**config.mk**
```make
export PLATFORM = sky130hd
export DESIGN_NAME = vga_timing_gen
export DESIGN_NICKNAME = d
export VERILOG_FILES = /design/src/rtl/vga_timing_gen.sv
export SDC_FILE = /design/constraint.sdc
export NUM_CORES = 1
export LEC_CHECK = 0
export BUFFER_PORTS_ARGS = -buffer_cell sky130_fd_sc_hd__buf_2
export CORE_ASPECT_RATIO = 0.7
export CORE_MARGIN = 5
export CORE_UTILIZATION = 52
export DETAILED_ROUTE_END_ITERATION = 6
export PLACE_DENSITY_LB_ADDON = 0.12
export SETUP_SLACK_MARGIN = 0.1
export SLEW_MARGIN = 20
export SYNTH_ARGS = -nofsm -noshare
export SYNTH_HDL_FRONTEND = slang
export SYNTH_SLANG_ARGS = --single-unit
```
**constraint.sdc**
```tcl
create_clock -name clk -period 2.3 [get_ports clk]
set_clock_uncertainty 0.1 [all_clocks]
set_input_delay 0.115 -clock clk [delete_from_list [all_inputs] [get_ports clk]]
set_output_delay 0.115 -clock clk [all_outputs]
set_load 0.02 [all_outputs]
```
**src/rtl/vga_timing_gen.sv**
```systemverilog
// ============================================================================
// vga_timing_gen : parametrised VGA raster timing and test-pattern generator
// Revision 1.0 : initial release
// ============================================================================
`default_nettype none

module vga_timing_gen #(
  parameter int H_ACTIVE   = 640,
  parameter int H_FP       = 16,
  parameter int H_SYNC     = 96,
  parameter int H_BP       = 48,
  parameter int V_ACTIVE   = 480,
  parameter int V_FP       = 10,
  parameter int V_SYNC     = 2,
  parameter int V_BP       = 33,
  parameter bit HSYNC_POL  = 1'b0,
  parameter bit VSYNC_POL  = 1'b0,
  parameter int COLOR_BITS = 3,
  parameter int CNT_W      = 10
) (
  input  logic                  clk,
  input  logic                  rst,
  input  logic                  i_pix_en,
  input  logic [1:0]            i_mode,
  input  logic [COLOR_BITS-1:0] i_pat_in,
  output logic                  o_hsync,
  output logic                  o_vsync,
  output logic                  o_active,
  output logic [COLOR_BITS-1:0] o_rgb,
  output logic [CNT_W-1:0]      o_hcount,
  output logic [CNT_W-1:0]      o_vcount,
  output logic                  o_line_start,
  output logic                  o_frame_start
);

  localparam int c_H_TOTAL = H_ACTIVE + H_FP + H_SYNC + H_BP;
  localparam int c_V_TOTAL = V_ACTIVE + V_FP + V_SYNC + V_BP;
  localparam int c_BAR_W   = (H_ACTIVE / 8 > 0) ? H_ACTIVE / 8 : 1;
  localparam int c_PW      = (COLOR_BITS > 3) ? COLOR_BITS : 3;

  localparam logic [CNT_W-1:0] c_H_ACT    = CNT_W'(H_ACTIVE);
  localparam logic [CNT_W-1:0] c_H_SYNC_S = CNT_W'(H_ACTIVE + H_FP);
  localparam logic [CNT_W-1:0] c_H_SYNC_E = CNT_W'(H_ACTIVE + H_FP + H_SYNC);
  localparam logic [CNT_W-1:0] c_H_LAST   = CNT_W'(c_H_TOTAL - 1);
  localparam logic [CNT_W-1:0] c_V_ACT    = CNT_W'(V_ACTIVE);
  localparam logic [CNT_W-1:0] c_V_SYNC_S = CNT_W'(V_ACTIVE + V_FP);
  localparam logic [CNT_W-1:0] c_V_SYNC_E = CNT_W'(V_ACTIVE + V_FP + V_SYNC);
  localparam logic [CNT_W-1:0] c_V_LAST   = CNT_W'(c_V_TOTAL - 1);
  localparam logic [CNT_W-1:0] c_BAR_LAST = CNT_W'(c_BAR_W - 1);

  localparam logic [1:0] c_MODE_XOR   = 2'd0;
  localparam logic [1:0] c_MODE_BARS  = 2'd1;
  localparam logic [1:0] c_MODE_WHITE = 2'd2;

  logic [CNT_W-1:0]      r_hc;
  logic [CNT_W-1:0]      r_vc;
  logic [CNT_W-1:0]      r_bar_cnt;
  logic [2:0]            r_bar_idx;
  logic [1:0]            r_mode;

  logic                  w_h_last;
  logic                  w_v_last;
  logic                  w_origin;
  logic                  w_active;
  logic                  w_hs;
  logic                  w_vs;
  logic [1:0]            w_mode;
  logic [2:0]            w_pat3;
  logic [c_PW-1:0]       w_pat3_ext;
  logic [COLOR_BITS-1:0] w_pat;

  always_comb begin
    w_h_last = (r_hc == c_H_LAST);
    w_v_last = (r_vc == c_V_LAST);
    w_origin = (r_hc == '0) && (r_vc == '0);
    w_active = (r_hc < c_H_ACT) && (r_vc < c_V_ACT);
    w_hs     = ((r_hc >= c_H_SYNC_S) && (r_hc < c_H_SYNC_E)) ? HSYNC_POL : ~HSYNC_POL;
    w_vs     = ((r_vc >= c_V_SYNC_S) && (r_vc < c_V_SYNC_E)) ? VSYNC_POL : ~VSYNC_POL;
    // The frame origin pixel already belongs to the new frame, so it uses the incoming mode.
    w_mode   = w_origin ? i_mode : r_mode;
    w_pat3   = (w_mode == c_MODE_BARS) ? r_bar_idx : (r_hc[2:0] ^ r_vc[2:0]);
    w_pat3_ext = c_PW'(w_pat3);
    case (w_mode)
      c_MODE_XOR,
      c_MODE_BARS:  w_pat = w_pat3_ext[COLOR_BITS-1:0];
      c_MODE_WHITE: w_pat = '1;
      default:      w_pat = i_pat_in;
    endcase
  end

  always_ff @(posedge clk or posedge rst) begin
    if (rst) begin
      r_hc          <= '0;
      r_vc          <= '0;
      r_bar_cnt     <= '0;
      r_bar_idx     <= '0;
      r_mode        <= c_MODE_XOR;
      o_hsync       <= ~HSYNC_POL;
      o_vsync       <= ~VSYNC_POL;
      o_active      <= 1'b0;
      o_rgb         <= '0;
      o_hcount      <= '0;
      o_vcount      <= '0;
      o_line_start  <= 1'b0;
      o_frame_start <= 1'b0;
    end else begin
      o_line_start  <= 1'b0;
      o_frame_start <= 1'b0;
      if (i_pix_en) begin
        o_hsync       <= w_hs;
        o_vsync       <= w_vs;
        o_active      <= w_active;
        o_rgb         <= w_active ? w_pat : '0;
        o_hcount      <= w_active ? r_hc : '0;
        o_vcount      <= w_active ? r_vc : '0;
        o_line_start  <= (r_hc == '0);
        o_frame_start <= w_origin;

        if (w_origin) begin
          r_mode <= i_mode;
        end

        if (w_h_last) begin
          r_hc <= '0;
          r_vc <= w_v_last ? '0 : r_vc + 1'b1;
        end else begin
          r_hc <= r_hc + 1'b1;
        end

        // Bar index tracks hc without a divider; it saturates on the last bar.
        if (w_h_last) begin
          r_bar_cnt <= '0;
          r_bar_idx <= '0;
        end else if (r_bar_cnt == c_BAR_LAST) begin
          r_bar_cnt <= '0;
          if (r_bar_idx != 3'd7) begin
            r_bar_idx <= r_bar_idx + 1'b1;
          end
        end else begin
          r_bar_cnt <= r_bar_cnt + 1'b1;
        end
      end
    end
  end

endmodule

`default_nettype wire

```
==> run_results.csv <==
group,metric,value,unit
synth,ys_async_sr_fraction,100,%
critical_path,reg2reg_depth,7,
route,postRouteWirelength,8030,µm
synth,syn_area_per_cell,9.98,µm²
place,place_area,3620,µm²
sta,whs,0.0282,ns
sta,post-route-min-period,2.47,ns
place,dp_slack,-0.247,ns
global_route,grt_pass1_wl,13200,µm
route,viasPerCell,5.92,
die,die_x,103,µm
clock_tree,clk_pin_slew,0.07,ns
sta,setup_violations,5,
critical_path,rr_endpoint,"r_mode[1]",
cells_and_area,final_util,68.3,%
die,io_pins,36,
synth,ys.flop_type,"dfrtp_1",
min_path,min_path_type,"input port to register",
clock_tree,cts_tree,"done",
synth,yosys_warnings,0,
power,leakage,1.87,nW
die,die_area,7790,µm²
synth,synth.cells.most_frequent,"61 x dfrtp_1, 23 x o21ai_0, 22 x nor2_1, 19 x a22o_1, 19 x nand2_1",
sta,period_share,108,%
synth,synth-seq-cells,63,
place,place_congestion,0.888,
cells_and_area,design_area,3970,µm²
critical_path,worstPathMaxFanout,7,
critical_path,startpoint_type,"register",
critical_path,slowest_stage,"or4_4",
sta,worst_slack,-0.173,ns
synth,synth_edf_count,0,
cells_and_area,layout-drive-gt1-share,29.4,%
sta,slew_headroom,68.1,%
critical_path,max_stage_delay,0.50,ns
synth,synth_cell_types,50,
min_path,min_from,"i_mode[1]",
clock_tree,clockBufferDepth,2,
synth,synth.most_common_cell,"dfrtp_1",
clock_tree,cts-root-buf,"clkbuf_8",
clock_tree,insertion_delay,0.35,ns
die,row_count,23,
sta,tns,-0.700,ns
status,violations,"setup timing",
critical_path,path_cells,"inv_1 -> ha_2 -> or4b_4 -> buf_6 -> or4_4 -> nor3_4 -> mux2_4",
status,outcome,"complete, but fails checks",
route,vias,2722,
route,first_pass_iters,4,
die,die_y,75.4,µm
min_path,hold_end,"r_mode[1]",
clock_tree,clock_sinks,63,
global_route,antenna_found_initial,0,
critical_path,crit_type,"register to register",
route,wl_per_cell,17.5,µm
route,drt_iter0_drc,210,
cells_and_area,area_growth,25.2,%
cells_and_area,n_antenna_cell,0,
clock_tree,numCtsBuffers,9,
sta,slew_viol_final,0,
sta,rsz0062_at_grt,"true",
cells_and_area,fillers,462,
sta,fmax,0.404,GHz
route,drc_errors,0,
place,portBuffers,35,
critical_path,cp.required,2.44,ns
die,core-area,5810,µm²
clock_tree,cts_max_level,3,
critical_path,r2r-start,"r_vc[1]",
critical_path,arrival,2.61,ns
synth,ys_seq_area_share,49.8,%
synth,yosys.area.top_type,"dfrtp_1",
synth,synth_top_area_share,48.1,%
route,antenna_left,0,
power,irDropWorstVdd,0.468,mV
power,finalPower,3.43,mW
synth,synth.net_count,333,
sta,hold_violations,0,
synth,synth_area_leaders,"dfrtp_1 48%, a22o_1 5.2%, o21ai_0 3.6%",
sta,worstMarginPinSlew,0.478,ns
cells_and_area,nets,395,
global_route,gr-total-overflow,0,
global_route,grt_pass1_vias,2573,
flow_run,max_cap_viol_count,0,
critical_path,r2r_slack,-0.17,ns
place,dp.cells,440,
global_route,grt_use_total,22.6,%
min_path,hold_depth,2,
place,place.detailed.hpwl,5600,µm
power,power-per-cell-area,864,nW/µm²
synth,netlist_instances,318,
critical_path,crit_path_end_kind,"register",
global_route,grt_max_degree,27,
cells_and_area,finalNonFillerCells,460,
die,initial_core_util,54.6,%
synth,netlist_area,3170,µm²
power breakdown:
| part | leakage [nW] | internal, mW | switching [mW] |
|---|---|---|---|
| Sequential | 0.810 | 1.28 | 0.175 |
| Combinational | 0.945 | 0.372 | 0.489 |
| Clock | 0.112 | 0.667 | 0.454 |
area by class of cell:
| type | count | area, µm² | area share, % |
|---|---|---|---|
| timing repair buffer | 72 | 462 | 11.6 |
| clock buffer | 11 | 151 | 3.81 |
| clock inverter | 5 | 80.1 | 2.02 |
| tap | 75 | 93.8 | 2.36 |
| multi-input combinational | 221 | 1560 | 39.2 |
| sequential | 63 | 1580 | 39.7 |
| inverter | 13 | 48.8 | 1.23 |
cells by family (layout without fill, tap and decap cells):
logic type	count (synthesis)	count (layout)	synth area share, %
xor+xnor	16	16	4.42
flops	63	63	49.8
simple gates	119	119	21.4
buf+inv	34	101	4.06
compound gates	76	76	16.5
fa+ha+maj	7	7	2.76
mux	3	3	1.06
flip-flops by register name (all words and copies together), names as in the netlist:
signal and cells:
o_line_start 1, o_active 1, o_frame_start 1, o_vcount 10, r_vc 10, r_bar_idx 3
o_rgb 3, r_mode 2, o_hsync 1, o_hcount 10, r_hc 10, o_vsync 1
r_bar_cnt 10
worst max-delay path: cells and delay by family (launching register included):
kind          cells  cell delay, ns
simple gates      3            1.20
flops             1            0.38
mux               1            0.33
buf+inv           2            0.20
fa+ha+maj         1            0.17
worst max-delay path by stage:
stage                end  depth (start not counted)     from  slack (ns)
4_1_cts        r_mode[1]                          7  r_vc[1]       -0.17
3_5_place_dp    o_rgb[0]                          7  r_vc[0]       -0.25
3_3_place_gp    o_rgb[0]                          7  r_vc[1]       -0.14
2_1_floorplan   o_rgb[0]                          7  r_vc[0]       -0.15
6_report       r_mode[1]                          7  r_vc[1]       -0.17
5_1_grt        r_mode[1]                          7  r_vc[0]       -0.24
timing repair:
action	in CTS	in global routing
resized for setup	9	15
hold buffers	2	0
setup endpoints to repair	7	16
hold endpoints to repair	21	0
setup buffers	3	2
cloned	0	0
pin swaps	9	4
routing by layer:
metal / GRT usage (%) / share of wire [%] / up-vias / routed length (µm)
met5: 0 / 0 / - / 0
met2: 33.1 / 44 / 108 / 3510
met4: 6.75 / 1.1 / 0 / 87
li1: - / - / 1297 / -
met3: 6.77 / 8.0 / 11 / 642
met1: 32.5 / 47 / 1306 / 3790
cells in the final DEF, fill, tap and decap left out, types with 3 or more instances in the layout:
master	count
o21ai_0	18
or3_1	6
nor3_1	7
and2_1	3
nor2b_1	4
inv_1	11
nor2_1	21
nand3_1	14
buf_4	34
xnor2_1	7
and4_1	3
ha_1	6
nand4_1	7
dfrtp_1	61
xor2_1	9
o31ai_1	3
nand2b_1	5
and3_1	6
nor4_1	4
a22oi_1	4
o21ai_2	3
a21oi_1	6
a31oi_1	6
clkbuf_8	11
buf_2	35
nand2_1	18
o21ai_1	3
a22o_1	19
No activity file was read; power rests on OpenSTA's default activity.
